File: src/rtl/unidade_controle_quiz.sv
// Quiz game control unit: steps through N_RODADAS questions, captures the
// player's button press, compares it with the answer from question memory
// and keeps the score. Define QUIZ_TIMEOUT_EN to enable the per-answer
// timeout (timer and ESGOTADO state); without it ESPERA waits indefinitely
// and esgotou stays low.
module unidade_controle_quiz #(
    parameter int N_RODADAS      = 16,
    parameter int N_OPCOES       = 4,
    parameter int TIMEOUT_CICLOS = 5000,
    localparam int RW = $clog2(N_RODADAS),
    localparam int OW = $clog2(N_OPCOES),
    localparam int PW = $clog2(N_RODADAS + 1)
) (
    input  logic          clock,
    input  logic          reset_n,
    input  logic          iniciar,
    input  logic          jogada_feita,
    input  logic [OW-1:0] opcao,
    input  logic [OW-1:0] resposta_mem,
    output logic [RW-1:0] endereco,
    output logic          registraM,
    output logic [PW-1:0] pontos,
    output logic          acertou,
    output logic          errou,
    output logic          esgotou,
    output logic          pronto,
    output logic [3:0]    db_estado
);

    typedef enum logic [3:0] {
        StInicial  = 4'd0,
        StPrepara  = 4'd1,
        StCarrega  = 4'd3,
        StEspera   = 4'd7,
        StCompara  = 4'd8,
        StRegistra = 4'd9,
        StAcerto   = 4'd10,
        StErro     = 4'd11,
        StEsgotado = 4'd12,
        StAvanca   = 4'd13,
        StFim      = 4'd15
    } estado_e;

    estado_e       estado_q, estado_d;
    logic [RW-1:0] endereco_q, endereco_d;
    logic [PW-1:0] pontos_q, pontos_d;
    logic [OW-1:0] captura_q, captura_d;

`ifdef QUIZ_TIMEOUT_EN
    localparam int TW = $clog2(TIMEOUT_CICLOS);
    logic [TW-1:0] timer_q, timer_d;

    // Answer timer register
    always_ff @(posedge clock or negedge reset_n) begin
        if (!reset_n) begin
            timer_q <= '0;
        end else begin
            timer_q <= timer_d;
        end
    end
`endif

    // State and datapath registers
    always_ff @(posedge clock or negedge reset_n) begin
        if (!reset_n) begin
            estado_q   <= StInicial;
            endereco_q <= '0;
            pontos_q   <= '0;
            captura_q  <= '0;
        end else begin
            estado_q   <= estado_d;
            endereco_q <= endereco_d;
            pontos_q   <= pontos_d;
            captura_q  <= captura_d;
        end
    end

    // Next-state, datapath updates and Moore outputs
    always_comb begin
        estado_d   = estado_q;
        endereco_d = endereco_q;
        pontos_d   = pontos_q;
        captura_d  = captura_q;
`ifdef QUIZ_TIMEOUT_EN
        timer_d    = timer_q;
`endif
        registraM  = 1'b0;
        acertou    = 1'b0;
        errou      = 1'b0;
        esgotou    = 1'b0;
        pronto     = 1'b0;

        case (estado_q)
            StInicial: begin
                endereco_d = '0;
                pontos_d   = '0;
                captura_d  = '0;
`ifdef QUIZ_TIMEOUT_EN
                timer_d    = '0;
`endif
                if (iniciar) begin
                    estado_d = StPrepara;
                end
            end
            StPrepara: begin
                endereco_d = '0;
                pontos_d   = '0;
                captura_d  = '0;
`ifdef QUIZ_TIMEOUT_EN
                timer_d    = '0;
`endif
                estado_d   = StCarrega;
            end
            StCarrega: begin
                registraM = 1'b1;
`ifdef QUIZ_TIMEOUT_EN
                timer_d   = '0;
`endif
                estado_d  = StEspera;
            end
            StEspera: begin
`ifdef QUIZ_TIMEOUT_EN
                timer_d = timer_q + TW'(1);
                // A press on the last allowed cycle still counts as an answer
                if (jogada_feita) begin
                    estado_d = StRegistra;
                end else if (timer_q == TW'(TIMEOUT_CICLOS - 1)) begin
                    estado_d = StEsgotado;
                end
`else
                if (jogada_feita) begin
                    estado_d = StRegistra;
                end
`endif
            end
            StRegistra: begin
                captura_d = opcao;
                estado_d  = StCompara;
            end
            StCompara: begin
                // Out-of-range button codes are never correct
                if ((captura_q == resposta_mem) && (int'(captura_q) < N_OPCOES)) begin
                    estado_d = StAcerto;
                end else begin
                    estado_d = StErro;
                end
            end
            StAcerto: begin
                acertou = 1'b1;
                if (pontos_q < PW'(N_RODADAS)) begin
                    pontos_d = pontos_q + PW'(1);
                end
                estado_d = StAvanca;
            end
            StErro: begin
                errou    = 1'b1;
                estado_d = StAvanca;
            end
            StEsgotado: begin
`ifdef QUIZ_TIMEOUT_EN
                esgotou  = 1'b1;
`endif
                estado_d = StAvanca;
            end
            StAvanca: begin
                if (endereco_q == RW'(N_RODADAS - 1)) begin
                    estado_d = StFim;
                end else begin
                    endereco_d = endereco_q + RW'(1);
                    estado_d   = StCarrega;
                end
            end
            StFim: begin
                pronto = 1'b1;
                // Restart clears score at once so PREPARA already shows zero
                if (iniciar) begin
                    endereco_d = '0;
                    pontos_d   = '0;
                    captura_d  = '0;
`ifdef QUIZ_TIMEOUT_EN
                    timer_d    = '0;
`endif
                    estado_d   = StPrepara;
                end
            end
            default: begin
                endereco_d = '0;
                pontos_d   = '0;
                captura_d  = '0;
`ifdef QUIZ_TIMEOUT_EN
                timer_d    = '0;
`endif
                estado_d   = StInicial;
            end
        endcase
    end

    assign endereco  = endereco_q;
    assign pontos    = pontos_q;
    assign db_estado = estado_q;

endmodule

File: config.mk
export PLATFORM = sky130hd
export DESIGN_NAME = unidade_controle_quiz
export DESIGN_NICKNAME = d
export VERILOG_FILES = /design/src/rtl/unidade_controle_quiz.sv
export SDC_FILE = /design/constraint.sdc
export NUM_CORES = 1
export LEC_CHECK = 0
export ABC_AREA = 1
export CAP_MARGIN = 20
export CORE_MARGIN = 10
export CORE_UTILIZATION = 46
export CTS_BUF_LIST = sky130_fd_sc_hd__clkbuf_8
export DETAILED_ROUTE_END_ITERATION = 7
export MAX_ROUTING_LAYER = met4
export PLACE_DENSITY = 0.83
export SLEW_MARGIN = 20
export SYNTH_ARGS = -nofsm -noshare
export SYNTH_HDL_FRONTEND = slang
export SYNTH_SLANG_ARGS = --single-unit
File: constraint.sdc
create_clock -name clock -period 1.3 [get_ports clock]
set_input_delay 0.195 -clock clock [delete_from_list [all_inputs] [get_ports clock]]
set_output_delay 0.195 -clock clock [all_outputs]
set_load 0.01 [all_outputs]
==> metrics.md, run 1 <==
| Metric | Value |
|---|---|
| Run status | `finished with violations` |
| Failing checks | `setup timing` |
| Largest family of logic cells by synthesized area | `simple AND/OR/NAND/NOR gates` |
| Total of max-cap violations | `0` |
| Top cell type's share of synthesized area | `35.21%` |
| Largest net degree at the start of global routing | `16` |
| Port bufs | `24` |
| CTS buffer count | `3` |
| Internal | `1719 uW` |
| Crit Path Class | `flip-flop to flip-flop` |
| Post-Synth XOR/XNOR Area | `3.286%` |
| Reg power frac | `18.5%` |
| Pre-CTS WS | `-225.5 ps` |
| Leakage | `0.001070 uW` |
| # DRC | `0` |
| Core footprint | `2212 um^2` |
| All-Layer GR Usage | `17.49%` |
| Switch share | `49.07%` |
| Worst-Skew Late Latency | `250 ps` |
| Compound-Gate Fraction of Synth Area | `2.230%` |
| CTS clk-pin slew, worst paths | `70 ps` |
| Starting Density | `48.19%` |
| Post-synthesis register bit count | `15` |
| Vias in the first global route | `1305` |
| Clk_skew | `2.852 ps` |
| Ant diodes | `0` |
| Antenna violation net count after detailed routing | `0` |
| Post-synthesis simple-gate area fraction | `47.77%` |
| Worst-path maximum fanout | `4` |
| Synthesized Nets | `173` |
| Placed cell areas | `1454 um^2` |
| FMAX | `605.6 MHz` |
| Max VDD drop | `0.001690 V` |
| Count of pins over their slew limit | `0` |
| CP Capture Type | `flip-flop` |
| Die area | `4643 um^2` |
| Overall Power | `3376 uW` |
| CTS tree | `built` |
| Mean routed wirelength per cell | `19.02 um` |
| Drt total wl | `4756 um` |
| Worst hold slack | `249.6 ps` |
| Area of the multi-input gates | `863.3 um^2` |
| Die Y | `68.14 um` |
| Unrepaired setup endpoints after global routing | `true` |
| Initial antenna violation count | `0` |
| Top Ports | `26` |
| H-tree depth | `1` |
| Clk sink count | `15` |
| Worst EP required | `1440 ps` |
| Final Wtd Congestion | `0.8722` |
| Library cells used by synthesis | `21` |
| Tmin final | `1651 ps` |
| Nets | `233` |
| Setup slack after layout | `-351.4 ps` |
| First-iteration detailed-routing DRC count | `129` |
| Clock power frac | `11.8%` |
| GRT overflow | `0` |
| Clock buffer depth | `2` |
| Most frequent cells in the layout | `nand2_1, buf_4, inv_1, dfrtp_1` |
| # hold bufs at CTS | `0` |
| Filler Cells Inserted | `120` |
| Area grow syn2layout | `79.23%` |
| Crit path DAT | `1800 ps` |
| Synth area leader | `dfrtp_1` |
| Comb power frac | `69.8%` |
| FF/Latch Area | `376.6 um^2` |
| Post-synthesis mux area share | `0%` |
| Adder-cell share of the synthesized area | `2.347%` |
| Fraction of layout cells with a size suffix above 1 | `45.95%` |
| HPWL reported at the end of detailed placement | `2383 um` |
| Setup slack, reg-to-reg | `-350 ps` |
| First-pass DRT Iterations | `4` |
| Final hold vios | `0` |
| Pwr Density | `1767 nW/um^2` |
| First-pass GRT wire length | `6154 um` |
| Leading post-synthesis cells by cell area | `dfrtp_1, nand2_1, nand3_1` |
| Vias per inst | `5.540` |
| Row Count | `17` |
| Warnings, synthesis | `0` |
| Clock root buffer | `clkbuf_8` |
| DR vias | `1385` |
| Min-delay worst type | `primary input to asynchronous set/reset pin` |
| RR Startpoint | `db_estado[0]` |
| Most common cell after layout, fill and taps aside | `nand2_1` |
| Final Instance Area | `1911 um^2` |
| Synth Instances | `163` |
| Final Setup Violations | `21` |
| Die width | `68.14 um` |
| Final Cycle Share | `127.0%` |
| CP startpoint | `db_estado[0]` |
| Final Core Density | `86.37%` |
| Syn Area/Cell | `6.540 um^2` |
| Switch Pwr | `1656 uW` |
| Syn Std Cell Area | `1066 um^2` |
| Crit start category | `flip-flop` |
| Sequential area share after synthesis | `35.21%` |
==> critical path, cell delays in order, from the launching register on <==
cell and delay, ps:
dfrtp_1 420, buf_6 130, buf_6 110, nand4_1 250, buf_4 250, o21ai_4 170, inv_2 60, nand2_2 80
nand2_2 60
==> power by group through the flow <==
stage	Sequential, uW	Clock [uW]	Combinational [uW]
floorplan	661	0	713
global placement	622	0	1270
detailed placement	626	0	1290
CTS	603	384	1720
global route	625	422	2490
finish	623	397	2350
==> metrics by stage <==
step	TNS [ps]	std cells
floorplan	0	163
detailed placement	-2154	230
global route	-5530	250
CTS	-1958	245
finish	-4771	250
global placement	-1646	230
==> metal layers <==
metal	track usage, %	vias to the layer above	wire, um
li1	-	616	-
met1	19.22	688	1926
met2	30.35	65	2368
met3	3.426	16	299
met4	6.784	0	161
met5	-	-	0
==> cell type report <==
cell class              count  area share [%]
flip-flops and latches     15           19.71
multi-input cells         124           45.19
repair buffers             56           26.00
inverters                  23           4.912
clock buffers               3           2.161
clock inverters             1          0.1965
well taps                  28           1.834
==> path summary, 6_finish.rpt <==
path	end	cells past startpoint
max	db_estado[0]	8
min reg2reg	captura_q[1]	2
min in group clock	captura_q[1]	3
max in group asynchronous	db_estado[2]	2
max reg2reg	db_estado[0]	8
min	db_estado[1]	2
==> cells in the mapped netlist <==
cell / number
a21oi_1: 1
buf_4: 1
conb_1: 1
dfrtp_1: 15
ha_1: 2
inv_1: 20
inv_2: 3
nand2_1: 58
nand2_2: 4
nand3_1: 18
nand3_2: 3
nand4_1: 1
nor2_1: 20
nor2_2: 5
nor2_4: 2
nor3_1: 1
o21ai_0: 2
o21ai_2: 1
or2_2: 1
xnor2_1: 1
xor2_1: 3
==> logic make-up after synthesis <==
kind of cell,after synthesis
compound gates,4
xor+xnor,4
fa+ha+maj,2
buf+inv,24
flops,15
other cells,1
simple gates,113
==> timing repair <==
| action | 4_1_cts | 5_1_grt |
|---|---|---|
| setup buffers | 11 | 5 |
| setup endpoints to repair | 32 | 21 |
| pin swaps | 18 | 22 |
| resized for setup | 64 | 51 |
==> state kept, by name (all words and copies together) (netlist names) <==
register and flops:
captura_q 2, db_estado 4, endereco 4, pontos 5
Note: power is estimated with default switching activity, not from simulation.
==> run 2, diff against run 1 <==
CTS_CLUSTER_DIAMETER = 80   (was default)
PLACE_DENSITY = 0.76   (was 0.83)
==> run 2 against run 1 <==
Compared with the run above: the flow still finishes with violations (setup timing); cell area shrank 10%; worst hold slack improved by 5.1 ps; clock-buffer cell count unchanged; combinational power shrank 20%; die area stayed put; sequential cell count unchanged; via count fell by 6.4%; global-route usage down 1.6 points; sequential power up 0.8%; critical path depth is 1 lower; clock skew down 1.8 ps.
==> metrics.md, run 2 (same netlist as run 1, synthesis figures left out) <==
| Metric | Value |
|---|---|
| Overall Power | `2864 uW (-15%)` |
| FF/Latch Area | `377.9 um^2 (+0.33%)` |
| Die width | `68.14 um (unchanged)` |
| Crit Path Class | `flip-flop to flip-flop` |
| Top Ports | `26 (unchanged)` |
| Crit start category | `flip-flop` |
| Total of max-cap violations | `0 (unchanged)` |
| Clock power frac | `12.7% (+0.9 points)` |
| Mean routed wirelength per cell | `14.93 um (-22%)` |
| DR vias | `1296 (-6.4%)` |
| Max VDD drop | `0.001476 V (-13%)` |
| Crit path DAT | `1650 ps (-150 ps)` |
| Count of pins over their slew limit | `0 (unchanged)` |
| All-Layer GR Usage | `15.88% (-1.6 points)` |
| Worst path cell trace | `buf_6, nand4_1, nand2_2, nor2_4, nand3_4, nand2_1, nand2_1` |
| Port bufs | `24 (unchanged)` |
| Clk_skew | `1.036 ps (-1.816 ps)` |
| Final Instance Area | `1714 um^2 (-10%)` |
| FMAX | `661.1 MHz (+9.2%)` |
| Setup slack, reg-to-reg | `-210 ps (+140 ps)` |
| Dpl cells | `237 (+3.0%)` |
| Row Count | `17 (unchanged)` |
| Vias in the first global route | `1261 (-3.4%)` |
| HPWL reported at the end of detailed placement | `2540 um (+6.6%)` |
| Die area | `4643 um^2 (unchanged)` |
| Fin Setup TNS | `-2514 ps (+2256 ps)` |
| First-iteration detailed-routing DRC count | `74 (-43%)` |
| GRT overflow | `0 (unchanged)` |
| Pre-CTS WS | `-242.2 ps (-16.65 ps)` |
| Final hold vios | `0 (unchanged)` |
| Unrepaired setup endpoints after global routing | `true` |
| Most frequent CP cell | `nand2_1` |
| Run status | `finished with violations` |
| Met1 usage | `16.56% (-2.7 points)` |
| Worst EP required | `1440 ps (about the same)` |
| Switch share | `45.02% (-4.0 points)` |
| Final Wtd Congestion | `0.9769 (+12%)` |
| Worst-Skew Late Latency | `250 ps (about the same)` |
| Reg power frac | `21.9% (+3.4 points)` |
| Leakage | `0.001028 uW (-3.9%)` |
| Clock root buffer | `clkbuf_8` |
| CTS buffer count | `3 (unchanged)` |
| Starting Density | `48.19% (unchanged)` |
| Area of the multi-input gates | `701.9 um^2 (-19%)` |
| Min-delay worst type | `primary input to asynchronous set/reset pin` |
| Ant diodes | `0 (unchanged)` |
| Met3 usage | `3.589% (+0.16 points)` |
| CP max stage cell | `dfrtp_2` |
| Antenna violation net count after detailed routing | `0 (unchanged)` |
| First-pass DRT Iterations | `4 (unchanged)` |
| CP top delay family | `simple AND/OR/NAND/NOR gates` |
| Final Setup Violations | `17 (-19%)` |
| Placed cell areas | `1506 um^2 (+3.6%)` |
| First-pass GRT wire length | `5540 um (-10%)` |
| Tmin final | `1513 ps (-138.8 ps)` |
| Final Cycle Share | `116.4% (-11 points)` |
| Most common cell after layout, fill and taps aside | `nand2_1` |
| Worst-path maximum fanout | `4 (unchanged)` |
| Failing checks | `setup timing` |
| Met2 usage | `29.19% (-1.2 points)` |
| Gr busiest metal | `met2` |
| CP Capture Type | `flip-flop` |
| Switch Pwr | `1290 uW (-22%)` |
| Crit-path max cell delay | `440 ps (+20 ps)` |
| Setup slack after layout | `-212.6 ps (+138.8 ps)` |
| CTS clk-pin slew, worst paths | `60 ps (about the same)` |
| H-tree depth | `1 (unchanged)` |
| Filler Cells Inserted | `153 (+28%)` |
| Largest net degree at the start of global routing | `16 (unchanged)` |
| Clock buffer depth | `2 (unchanged)` |
| Initial antenna violation count | `0 (unchanged)` |
| Comb power frac | `65.3% (-4.5 points)` |
| Die Y | `68.14 um (unchanged)` |
| Drt total wl | `3732 um (-22%)` |
| WP buf/inv | `1 (-3)` |
| Final cell count without fillers | `250 (unchanged)` |
| Area grow syn2layout | `60.80%` |
| Core footprint | `2212 um^2 (unchanged)` |
| # hold bufs at CTS | `0 (unchanged)` |
| Internal | `1575 uW (-8.4%)` |
| Largest register FFs | `5 (unchanged)` |
| CTS tree | `built` |
| Most frequent cells in the layout | `nand2_1, buf_4, inv_1` |
| Nets | `233 (unchanged)` |
| Pwr Density | `1671 nW/um^2 (-5.4%)` |
| Vias per inst | `5.184 (-6.4%)` |
| Clk sink count | `15 (unchanged)` |
| # DRC | `0 (unchanged)` |
| Fraction of layout cells with a size suffix above 1 | `38.74% (-7.2 points)` |
-- run 2: cell type report --
cell class,instances,share of cell area (%)
clock buffer,3,2.409
clock inverter,1,0.2190
inverter,23,5.037
multi-input combinational,124,40.95
sequential,15,22.04
tap,28,2.044
timing repair buffer,56,27.30
-- run 2: worst paths after layout --
check	start	to	cells past startpoint
worst max-delay path	db_estado[2]	endereco[3]	7
worst min-delay path	reset_n	db_estado[0]	2
worst max register to register	db_estado[2]	endereco[3]	7
worst min register to register	captura_q[1]	captura_q[1]	2
max in group asynchronous	reset_n	db_estado[2]	2
min in group clock	opcao[0]	captura_q[0]	3
-- run 2: worst register-to-register path, delay by kind of cell, from the launching register on --
| family | cells | cell delay, ps |
|---|---|---|
| flops | 1 | 440 |
| buf+inv | 1 | 130 |
| simple gates | 6 | 830 |
-- run 2: power groups by stage --
stage	registers [uW]	clock network [uW]	logic (uW)
after CTS	619	370	1600
final	628	365	1870
after floorplan	661	0	713
after global routing	633	405	2020
after global placement	624	0	1390
after detailed placement	630	0	1410
-- run 2: what timing repair did --
item                       CTS  global route
buffers inserted             6             3
setup endpoints to repair   32            23
resized for setup           52            27
pin swaps                    8            10
-- run 2: routing by layer --
layer	routed length (um)	part of all wire [%]	up-vias
li1	-	-	616
met1	1464	39	616
met2	1967	53	49
met3	194	5.2	15
met4	105	2.8	0
met5	0	0	-
-- run 2: per-stage QoR --
stage | hold WS [ps] | util [%]
2_1_floorplan | -100.6 | -
4_1_cts | 259.4 | 73.87
6_report | 254.8 | 77.49
5_1_grt | 272.7 | 77.49
3_5_place_dp | 505.9 | 68.10
3_3_place_gp | 496.9 | 68.10
